`src/rtl/l1b_pkg.sv`:
```
// rtl/l1b_pkg.sv - shared types and constants for the host cycle sequencer
//
// Contents:
//   host_state_t : host cycle FSM states (IDLE, WAIT_R, HOST, DONE)
//   CFG_MAP_LO   : config bit mapping bank-0 $0000-$7FFF to local RAM
//   CFG_ERR_CLR  : config bit whose write-as-1 clears the sticky timeout flag
//   in_low_half  : true for bank-0 offsets below $8000
package l1b_pkg;

    typedef enum logic [1:0] {
        IDLE   = 2'd0,
        WAIT_R = 2'd1,
        HOST   = 2'd2,
        DONE   = 2'd3
    } host_state_t;

    localparam int CFG_MAP_LO  = 0;
    localparam int CFG_ERR_CLR = 7;

    function automatic logic in_low_half(input logic [15:0] addr);
        return ~addr[15];
    endfunction

endpackage

```
`src/rtl/host_cycle_sequencer_phase_sync.sv`:
```
// rtl/host_cycle_sequencer_phase_sync.sv - phi0 synchroniser with edge pulses
//
// Module phase_sync
//   clk     in   fast system clock
//   rst     in   asynchronous active-high reset
//   phi0    in   host phi0, asynchronous to clk
//   ph_rise out  one-clk pulse after a synchronised rising edge of phi0
//   ph_fall out  one-clk pulse after a synchronised falling edge of phi0
module phase_sync #(
    parameter int STAGES = 2
) (
    input  logic clk,
    input  logic rst,
    input  logic phi0,
    output logic ph_rise,
    output logic ph_fall
);

    // sync_q[0] is the first (metastability-facing) flop, sync_q[STAGES-1] the last.
    logic [STAGES-1:0] sync_q;

    always_ff @(posedge clk or posedge rst) begin
        if (rst) begin
            sync_q <= '0;
        end else begin
            sync_q <= {sync_q[STAGES-2:0], phi0};
        end
    end

    // Edges are taken between the last two stages, so sync_q[STAGES-2] is the newer sample.
    assign ph_rise =  sync_q[STAGES-2] & ~sync_q[STAGES-1];
    assign ph_fall = ~sync_q[STAGES-2] &  sync_q[STAGES-1];

endmodule

```
`src/rtl/host_cycle_sequencer.sv`:
```
// rtl/host_cycle_sequencer.sv - 65816 bus cycle sequencer for local RAM / host bus
//
// Decodes each CPU bus cycle to local RAM, the config register or the host,
// and runs host cycles aligned to the synchronised host phi0, holding the CPU
// on rdy until the host cycle has finished or timed out.
//
// Optional feature macro: HOST_POST_WR_EN (posted host writes, 1-entry buffer).
//
// Ports:
//   bbc_ck8      in   sole clock
//   rst          in   asynchronous active-high reset
//   bbc_ck_phi0  in   host phi0 (asynchronous)
//   cyc_start    in   one-cycle pulse at start of each CPU bus cycle
//   cpu_addr     in   {bank, addr}, valid at cyc_start
//   cpu_vda      in   valid data address
//   cpu_vpa      in   valid program address
//   cpu_rdnw     in   1 = read
//   cpu_wdata    in   write data, valid at cyc_start
//   cfg_rdata    out  config register readback
//   rdy          out  0 = hold CPU
//   ram_ceb      out  RAM chip enable, active low
//   ram_addr_hi  out  RAM address bits above a15
//   host_en      out  host bus cycle in progress
//   host_rdnw    out  host direction
//   host_wdata   out  host write data
//   err          out  sticky host timeout flag
module host_cycle_sequencer
    import l1b_pkg::*;
#(
    parameter int          RAM_AW      = 19,
    parameter int          SYNC_STAGES = 2,
    parameter logic [15:0] CFG_ADDR    = 16'hFEF0,
    parameter int          TIMEOUT     = 255
) (
    input  logic              bbc_ck8,
    input  logic              rst,
    input  logic              bbc_ck_phi0,
    input  logic              cyc_start,
    input  logic [23:0]       cpu_addr,
    input  logic              cpu_vda,
    input  logic              cpu_vpa,
    input  logic              cpu_rdnw,
    input  logic [7:0]        cpu_wdata,
    output logic [7:0]        cfg_rdata,
    output logic              rdy,
    output logic              ram_ceb,
    output logic [RAM_AW-17:0] ram_addr_hi,
    output logic              host_en,
    output logic              host_rdnw,
    output logic [7:0]        host_wdata,
    output logic              err
);

    logic        ph_rise;
    logic        ph_fall;
    host_state_t state;
    logic [7:0]  cfg;
    logic [7:0]  tmo_cnt;
    logic        req_rdnw;
    logic [7:0]  req_wdata;

    logic        accept;
    logic        bank0;
    logic        dec_act;
    logic        hit_cfg;
    logic        hit_ram;
    logic        hit_host;
    logic        tmo_hit;
    logic        tmo_fire;
    logic        launch_go;
    logic        launch_rdnw;
    logic [7:0]  launch_wdata;

    phase_sync #(
        .STAGES (SYNC_STAGES)
    ) u_phase_sync (
        .clk     (bbc_ck8),
        .rst     (rst),
        .phi0    (bbc_ck_phi0),
        .ph_rise (ph_rise),
        .ph_fall (ph_fall)
    );

`ifdef HOST_POST_WR_EN
    // The req_* registers act as the post buffer while a posted write runs.
    // A host access arriving meanwhile parks in pend_* with rdy held low.
    logic       pend_vld;
    logic       pend_rdnw;
    logic [7:0] pend_wdata;

    assign accept       = cyc_start & rdy & ~pend_vld;
    assign launch_go    = (state == IDLE) & (pend_vld | hit_host);
    assign launch_rdnw  = pend_vld ? pend_rdnw  : cpu_rdnw;
    assign launch_wdata = pend_vld ? pend_wdata : cpu_wdata;
`else
    // cyc_start outside IDLE cannot happen legally (rdy is low), so it is dropped.
    assign accept       = cyc_start & (state == IDLE);
    assign launch_go    = hit_host;
    assign launch_rdnw  = cpu_rdnw;
    assign launch_wdata = cpu_wdata;
`endif

    assign bank0    = (cpu_addr[23:16] == 8'h00);
    assign dec_act  = accept & (cpu_vda | cpu_vpa);
    assign hit_cfg  = dec_act & bank0 & (cpu_addr[15:0] == CFG_ADDR);
    assign hit_ram  = dec_act & ~hit_cfg &
                      (~bank0 | (in_low_half(cpu_addr[15:0]) & cfg[CFG_MAP_LO]));
    assign hit_host = dec_act & ~hit_cfg & ~hit_ram;

    // A phi0 edge in the same cycle as the last count still wins over the timeout.
    assign tmo_hit  = (tmo_cnt == 8'(TIMEOUT - 1));
    assign tmo_fire = tmo_hit & (((state == WAIT_R) & ~ph_rise) |
                                 ((state == HOST)   & ~ph_fall));

    assign cfg_rdata = cfg;

    always_ff @(posedge bbc_ck8 or posedge rst) begin
        if (rst) begin
            state       <= IDLE;
            tmo_cnt     <= '0;
            rdy         <= 1'b1;
            ram_ceb     <= 1'b1;
            ram_addr_hi <= '0;
            host_en     <= 1'b0;
            host_rdnw   <= 1'b1;
            host_wdata  <= '0;
            err         <= 1'b0;
            cfg         <= '0;
            req_rdnw    <= 1'b1;
            req_wdata   <= '0;
`ifdef HOST_POST_WR_EN
            pend_vld    <= 1'b0;
            pend_rdnw   <= 1'b1;
            pend_wdata  <= '0;
`endif
        end else begin
            // Every accepted cycle closes the previous RAM window.
            if (accept) begin
                ram_ceb <= ~hit_ram;
            end
            // Bank bits above the RAM size simply wrap; bank 0 yields zero.
            if (hit_ram) begin
                ram_addr_hi <= cpu_addr[RAM_AW-1:16];
            end
            if (hit_cfg && !cpu_rdnw) begin
                cfg <= cpu_wdata;
            end

            case (state)
                IDLE: begin
                    // phi0 edges are ignored here; a decode coinciding with
                    // ph_rise waits in WAIT_R for the following rise.
                    if (launch_go) begin
                        state     <= WAIT_R;
                        tmo_cnt   <= '0;
                        req_rdnw  <= launch_rdnw;
                        req_wdata <= launch_wdata;
`ifdef HOST_POST_WR_EN
                        // Writes are posted and release the CPU; reads hold it.
                        rdy       <= ~launch_rdnw;
                        pend_vld  <= 1'b0;
`else
                        rdy       <= 1'b0;
`endif
                    end
                end
                WAIT_R: begin
                    if (ph_rise) begin
                        state      <= HOST;
                        tmo_cnt    <= '0;
                        host_en    <= 1'b1;
                        host_rdnw  <= req_rdnw;
                        host_wdata <= req_wdata;
                    end else if (tmo_hit) begin
                        state   <= DONE;
                        tmo_cnt <= '0;
                    end else begin
                        tmo_cnt <= tmo_cnt + 8'd1;
                    end
                end
                HOST: begin
                    if (ph_fall || tmo_hit) begin
                        state   <= DONE;
                        tmo_cnt <= '0;
                        host_en <= 1'b0;
                    end else begin
                        tmo_cnt <= tmo_cnt + 8'd1;
                    end
                end
                DONE: begin
                    state <= IDLE;
`ifdef HOST_POST_WR_EN
                    // A parked access keeps the CPU held until it is launched.
                    rdy   <= ~pend_vld;
`else
                    rdy   <= 1'b1;
`endif
                end
                default: begin
                    state <= IDLE;
                end
            endcase

`ifdef HOST_POST_WR_EN
            // Host access while the post buffer is busy: park it and hold the CPU.
            if (hit_host && (state != IDLE)) begin
                pend_vld   <= 1'b1;
                pend_rdnw  <= cpu_rdnw;
                pend_wdata <= cpu_wdata;
                rdy        <= 1'b0;
            end
`endif

            if (tmo_fire) begin
                err <= 1'b1;
            end else if (hit_cfg && !cpu_rdnw && cpu_wdata[CFG_ERR_CLR]) begin
                err <= 1'b0;
            end
        end
    end

endmodule

```
`config.mk`:
```
export PLATFORM = sky130hd
export DESIGN_NAME = host_cycle_sequencer
export DESIGN_NICKNAME = d
export VERILOG_FILES = /design/src/rtl/l1b_pkg.sv /design/src/rtl/host_cycle_sequencer_phase_sync.sv /design/src/rtl/host_cycle_sequencer.sv
export SDC_FILE = /design/constraint.sdc
export NUM_CORES = 1
export LEC_CHECK = 0
export ABC_AREA = 1
export BUFFER_PORTS_ARGS = -buffer_cell sky130_fd_sc_hd__buf_2
export CAP_MARGIN = 20
export CORE_ASPECT_RATIO = 1.5
export CORE_UTILIZATION = 54
export CTS_BUF_LIST = sky130_fd_sc_hd__clkbuf_4 sky130_fd_sc_hd__clkbuf_8
export DETAILED_ROUTE_END_ITERATION = 6
export GPL_TIMING_DRIVEN = 1
export PLACE_DENSITY = 0.83
export SETUP_SLACK_MARGIN = 0.05
export SYNTH_ARGS = -nofsm -noshare
export SYNTH_HDL_FRONTEND = slang
export SYNTH_SLANG_ARGS = --single-unit
```
`constraint.sdc`:
```
create_clock -name bbc_ck8 -period 2 [get_ports bbc_ck8]
set_input_delay 0.2 -clock bbc_ck8 [delete_from_list [all_inputs] [get_ports bbc_ck8]]
set_output_delay 0.2 -clock bbc_ck8 [all_outputs]
set_load 0.05 [all_outputs]
```
==> metrics.yaml, run 1 <==
die_y_um: 80.6
track_usage_pct: 24.1
r2r_start: "state[0]"
power.total_w: 0.00278
netlist_area_um2: 2220
initial_core_util_pct: 56.1
ff2ff_path_depth: 9
synth_largest_area_cell: "dfrtp_1"
cts-root-buf: "clkbuf_8"
yosysSeqAreaShare_pct: 50.9
cts.reportedPaths.clkPinSlew_ns: 0.08
fin_nets: 387
synth_area_leaders: "dfrtp_1, nand2_1, inv_1, dfstp_2, nor2_1"
synth_compound_area_share_pct: 6.42
drc: 0
worstSetupEndpointType: "flop"
die_area_um2: 4380
crit_fanout: 8
required_ns: 2.19
max_stage_delay_ns: 0.42
final_cell_mix: "nand2_1, buf_2, dfrtp_1"
overflow: 0
hp-class: "in -> async"
cts_tree: "built"
slowest_stage: "dfrtp_1"
period_share_pct: 89.9
drt-total-wl_um: 4530
grt_pass1_wl_um: 7690
setup-tns-final_ns: 0
cp_cell_sequence: "inv_1, ha_1, nand2_2, nor2_4, nor3b_4, buf_4, nand3_4, nand2_1, o21ai_2"
p_per_area_nw_per_um2: 1010
max_cap_viol_count: 0
diodes: 0
ys_ff_latch: 45
synth_top_family_by_area: "simple AND/OR/NAND/NOR gates"
synth_top_area_share_pct: 46.2
finalSetupViolCount: 0
synthAdderAreaFrac_pct: 3.94
synth_warnings: 0
clkLatencyLatePin_ns: 0.30
worst_pin_slew_ns: 0.545
max_slew_margin_pct: 63.6
cts.sinks: 45
critPathKind: "reg -> reg"
final_common_cell: "nand2_1"
cp_num_cells: 9
syn_avg_cell_area_um2: 8.23
gp_congestion: 0.810
synth-simple-area-share_pct: 29.8
drtPass1Iterations: 4
fmax_mhz: 556
drv_slew: 0
cellLeakagePower_nw: 1.55
num_io_pins: 63
hold_violations: 0
status: "complete, no violations"
antenna_left: 0
num_vias: 1879
reg2reg_to: "cfg_rdata[4]"
syn_to_final_growth_pct: 23.1
syn_inst: 270
dp_hpwl_um: 3380
core_um2: 3960
io_buffers: 62
cts_made_buffers: 5
grt_max_degree: 46
post-route-min-period_ns: 1.80
syn-num-nets: 316
ff2ff_setup_slack_ns: 0.20
fillCellCount: 349
drive_gt1_share_pct: 28.1
ys_types: 25
critical_path.top_delay_family: "simple AND/OR/NAND/NOR gates"
drt_iter0_drc: 31
antenna_found_initial: 0
wl_per_cell_um: 11.7
path_buf_inv: 2
h-tree-depth: 2
rows: 28
synth_xor_area_share_pct: 1.97
grt_pass1_vias: 1852
routed_via_density: 4.86
die_x_um: 54.4
skew_ns: 0.00620
rsz0062_at_grt: "no"
worstPathArrival_ns: 1.99
cts.path.max_buffers: 2
peakVddDrop_v: 0.000886
synthMuxAreaShare_pct: 0
worstSetupStartpointType: "flop"
[area by class of cell]
class                      instances  area [um^2]  area share [%]
sequential                        45         1130            41.3
multi-input combinational        190          955            34.9
timing repair buffer              68          358            13.1
inverter                          31          116            4.25
clock buffer                       6         82.6            3.02
tap                               45         56.3            2.06
clock inverter                     2         37.5            1.37
[worst max path at each step]
| stage | from | endpoint | slack, ns |
|---|---|---|---|
| after floorplan | state[0] | cfg_rdata[1] | 0.33 |
| after global placement | state[0] | cfg_rdata[6] | 0.29 |
| after detailed placement | state[0] | cfg_rdata[1] | 0.19 |
| after CTS | state[0] | cfg_rdata[4] | 0.18 |
| after global routing | state[1] | cfg_rdata[4] | 0.05 |
| final | state[0] | cfg_rdata[4] | 0.20 |
[metrics by stage]
step,instance area (um^2),cells,setup WS [ns],utilization (%),hold WS (ns)
3_3_place_gp,2570,375,0.293,65.0,0.308
2_1_floorplan,2220,270,0.328,-,0.231
3_5_place_dp,2570,375,0.185,65.0,0.310
5_1_grt,2740,387,0.0464,69.1,0.0732
4_1_cts,2700,384,0.175,68.3,0.0425
6_report,2740,387,0.201,69.1,0.0265
[synth_stat cells, drive strengths merged]
cell type and number:
nor3b 1, nand4 2, a31oi 1, xnor2 2, and2 1, nand3 18, clkbuf 2, dfstp 4
o21ai 22, ha 7, nand2 105, dfrtp 41, buf 3, nor2 27, xor2 3, inv 29
clkinv 2
[layer usage]
| layer | track usage [%] | wire, um |
|---|---|---|
| met1 | 24.2 | 1790 |
| met2 | 44.6 | 2500 |
| met3 | 6.06 | 162 |
| met4 | 9.49 | 73 |
| met5 | 0 | 0 |
[flip-flops by register name, indices dropped and copies added, names as in the netlist]
register,cells
cfg_rdata,8
host_wdata,8
req_wdata,8
tmo_cnt,8
ram_addr_hi,3
state,2
u_phase_sync.sync_q,2
err,1
host_en,1
host_rdnw,1
ram_ceb,1
rdy,1
req_rdnw,1
[tightest hold or removal path, cell delays in order]
cell and delay (ns):
buf_2 0.10, clkinv_1 0.03, buf_4 0.45
[logic make-up (layout without fill, tap and decap cells)]
family / after synthesis / after routing
XOR/XNOR: 5 / 5
flip-flops: 45 / 45
AO/OA/AOI/OAI: 23 / 23
adder cells (fa/ha/maj): 7 / 7
buffers and inverters: 36 / 107
AND/OR/NAND/NOR: 154 / 155
[report_power, final]
part | switching (W) | total (W) | internal, W | leakage [nW]
Combinational | 0.000696 | 0.000960 | 0.000264 | 0.896
Clock | 0.000297 | 0.000703 | 0.000406 | 0.0574
Sequential | 0.0000789 | 0.00111 | 0.00103 | 0.592
Total | 0.00107 | 0.00278 | 0.00170 | 1.55
[repair_timing]
| item | in CTS | in global routing |
|---|---|---|
| resized for setup | 0 | 1 |
| hold buffers | 1 | 0 |
| setup buffers | 0 | 2 |
| endpoints found under the hold margin | 1 | 0 |
| setup endpoints to repair | 0 | 10 |
No activity file was read; power rests on OpenSTA's default activity.
==> run 2, diff against run 1 <==
--- a/config.mk
+++ b/config.mk
@@ -11,10 +11,11 @@
 export CORE_ASPECT_RATIO = 1.5
 export CORE_UTILIZATION = 54
 export CTS_BUF_LIST = sky130_fd_sc_hd__clkbuf_4 sky130_fd_sc_hd__clkbuf_8
+export CTS_CLUSTER_DIAMETER = 200
 export DETAILED_ROUTE_END_ITERATION = 6
 export GPL_TIMING_DRIVEN = 1
 export PLACE_DENSITY = 0.83
-export SETUP_SLACK_MARGIN = 0.05
+export SETUP_SLACK_MARGIN = 0.5
 export SYNTH_ARGS = -nofsm -noshare
 export SYNTH_HDL_FRONTEND = slang
 export SYNTH_SLANG_ARGS = --single-unit
==> constraint.sdc (replaced) <==
create_clock -name bbc_ck8 -period 2 [get_ports bbc_ck8]
set_input_delay 0.3 -clock bbc_ck8 [delete_from_list [all_inputs] [get_ports bbc_ck8]]
set_output_delay 0.3 -clock bbc_ck8 [all_outputs]
set_load 0.05 [all_outputs]
==> run 2 against run 1 <==
Net effect:
- via count grew 14%
- die area is the same
- non-clock buffer count is 22 higher
- sequential power about the same
- first-iteration DRC count is 97% higher
- fmax is 7.2% higher
- design area grew 17%
- global-route usage is 2.7 points higher
- clock power hardly changed
- core utilization up 12 points
- worst setup slack gained 0.12 ns
- largest power group is now combinational cells
==> metrics.yaml, run 2 (synthesized netlist as in run 1, its figures left out) <==
grt_pass1_vias: 1961  # was 1,852
die_y_um: 80.6  # unchanged
antenna_left: 0  # unchanged
clkLatencyLatePin_ns: 0.30  # about the same
post-route-min-period_ns: 1.68  # was 1.80 ns
dpl_cell_area_um2: 2590  # was 2570 um^2
sw_frac_of_total_pct: 41.5  # was 38.6%
hold-path-endpoint: "u_phase_sync.sync_q[0]"
required_ns: 2.20  # was 2.19 ns
final_cells: 411  # was 387
h-tree-depth: 2  # unchanged
seqPwrFrac_pct: 31.6  # was 40.1%
cts_made_buffers: 5  # unchanged
gp_congestion: 0.861  # was 0.810
cts.reportedPaths.clkPinSlew_ns: 0.09  # was 0.08 ns
dp_hpwl_um: 3400  # was 3380 um
cts.sinks: 45  # unchanged
min_from: "bbc_ck_phi0"
worstSetupEndpointType: "flop"  # unchanged
grt_util_met1_pct: 28.9  # was 24.2%
diodes: 0  # unchanged
die_area_um2: 4380  # unchanged
drive_gt1_share_pct: 47.0  # was 28.1%
finalSetupViolCount: 0  # unchanged
skew_ns: 0.00961  # was 0.00620 ns
hp-class: "in -> reg"  # was in -> async
fin_nets: 411  # was 387
ff2ff_path_depth: 9  # unchanged
initial_core_util_pct: 56.1  # unchanged
status: "complete, no violations"  # unchanged
use_met3_pct: 5.68  # was 6.06%
setup-tns-final_ns: 0  # unchanged
drv_slew: 0  # unchanged
wl_per_cell_um: 16.0  # was 11.7 um
period_share_pct: 83.9  # was 89.9%
max_cap_viol_count: 0  # unchanged
cts-root-buf: "clkbuf_8"  # unchanged
max_slew_margin_pct: 61.9  # was 63.6%
fmax_mhz: 596  # was 556 MHz
routed_via_density: 5.20  # was 4.86
num_io_pins: 63  # unchanged
die_x_um: 54.4  # unchanged
slowest_stage: "dfrtp_1"  # unchanged
worstPathArrival_ns: 1.88  # was 1.99 ns
combPwrFrac_pct: 48.5  # was 34.6%
design_area_um2: 3210  # was 2740 um^2
io_buffers: 62  # unchanged
reg2reg_to: "cfg_rdata[2]"  # was cfg_rdata[4]
final_common_cell: "nand2_1"  # unchanged
drt_iter0_drc: 61  # was 31
gr-usage-met2_pct: 49.4  # was 44.6%
syn_to_final_growth_pct: 44.7  # was 23.1%
peakVddDrop_v: 0.00140  # was 0.000886 V
cts.path.max_buffers: 2  # unchanged
place_inst: 375  # unchanged
antenna_found_initial: 0  # unchanged
cts_hold_buffers: 0  # was 1
rows: 28  # unchanged
drc: 0  # unchanged
grt_pass1_wl_um: 8420  # was 7690 um
clkPwrFrac_pct: 19.9  # was 25.3%
drt-total-wl_um: 6560  # was 4530 um
cts_tree: "built"  # unchanged
rsz0062_at_grt: "yes"  # was no
final_cell_mix: "nand2_1, buf_2, dfrtp_1"  # unchanged
globalRoute.busiestLayer: "met2"  # unchanged
power.total_w: 0.00353  # was 0.00278 W
ff2ff_setup_slack_ns: 0.32  # was 0.20 ns
hold_depth: 1
switchingPower_w: 0.00146  # was 0.00107 W
worstSetupStartpointType: "flop"  # unchanged
overflow: 0  # unchanged
crit_fanout: 8  # unchanged
max_stage_delay_ns: 0.40  # was 0.42 ns
cp_cell_sequence: "inv_2, ha_4, nand2_4, nor2_4, nor3b_4, buf_6, nand3_4, nand2_2, o21ai_2"  # was inv_1, ha_1, nand2_2, nor2_4, nor3b_4, buf_4, nand3_4, nand2_1, o21ai_2
p_per_area_nw_per_um2: 1100  # was 1010 nW/um^2
grt_max_degree: 46  # unchanged
drtPass1Iterations: 4  # unchanged
fillCellCount: 244  # was 349
hold_violations: 0  # unchanged
critPathKind: "reg -> reg"  # unchanged
track_usage_pct: 26.8  # was 24.1%
utilization_pct: 81.2  # was 69.1%
worst_pin_slew_ns: 0.571  # was 0.545 ns
cellLeakagePower_nw: 1.71  # was 1.55 nW
core_um2: 3960  # unchanged
p_int_w: 0.00206  # was 0.00170 W
num_vias: 2136  # was 1,879
r2r_start: "state[1]"  # was state[0]
-- run 2: repair_timing --
action / in CTS / in global routing
gates resized for setup: 22 / 55
buffers inserted: 13 / 9
pin swaps: 12 / 24
gates cloned: 2 / 4
hold endpoints to repair: 0 / 0
setup endpoints to repair: 32 / 42
-- run 2: area by class of cell --
cell class                      count  area (um^2)  share of cell area, %
Clock inverter                      3         46.3                   1.44
Tap cell                           45         56.3                   1.75
Inverter                           31          124                   3.85
Clock buffer                        5         68.8                   2.14
Sequential cell                    45         1130                   35.2
Timing Repair inverter              2         10.0                  0.311
Timing Repair Buffer               90          593                   18.5
Multi-Input combinational cell    190         1180                   36.9
-- run 2: worst max-delay path by stage --
stage	depth (start not counted)	endpoint	start
6_report	9	cfg_rdata[2]	state[1]
2_1_floorplan	9	cfg_rdata[0]	state[1]
5_1_grt	9	cfg_rdata[3]	state[1]
4_1_cts	9	cfg_rdata[2]	state[0]
3_3_place_gp	8	cfg_rdata[4]	state[1]
3_5_place_dp	10	tmo_cnt[1]	state[0]
-- run 2: per-layer routing --
metal / up-vias / part of all wire [%]
met5: - / 0
met4: 0 / 2.4
met3: 17 / 4.6
met2: 70 / 58
met1: 1026 / 35
li1: 1023 / -
-- run 2: critical path, delay by kind of cell, from the launching register on --
kind                       cells  cell delay [ns]
adders and majority gates      1             0.16
AOI/OAI and AO/OA              1             0.06
and+or+nand+nor                5             0.68
DFF                            1             0.40
buffers and inverters          2             0.27
-- run 2: power by group through the flow --
stage	Combinational [W]	Sequential [W]	Clock (W)
floorplan	0.000537	0.00137	0
global placement	0.000991	0.00112	0
detailed placement	0.00101	0.00113	0
CTS	0.00129	0.00110	0.000701
global route	0.00180	0.00112	0.000741
finish	0.00171	0.00111	0.000701
-- run 2: per-stage QoR --
step,hold WS (ns),worst slack (ns)
floorplan,0.331,0.461
global placement,0.410,0.409
detailed placement,0.411,0.293
CTS,0.0960,0.393
global route,0.0902,0.265
finish,0.0976,0.322
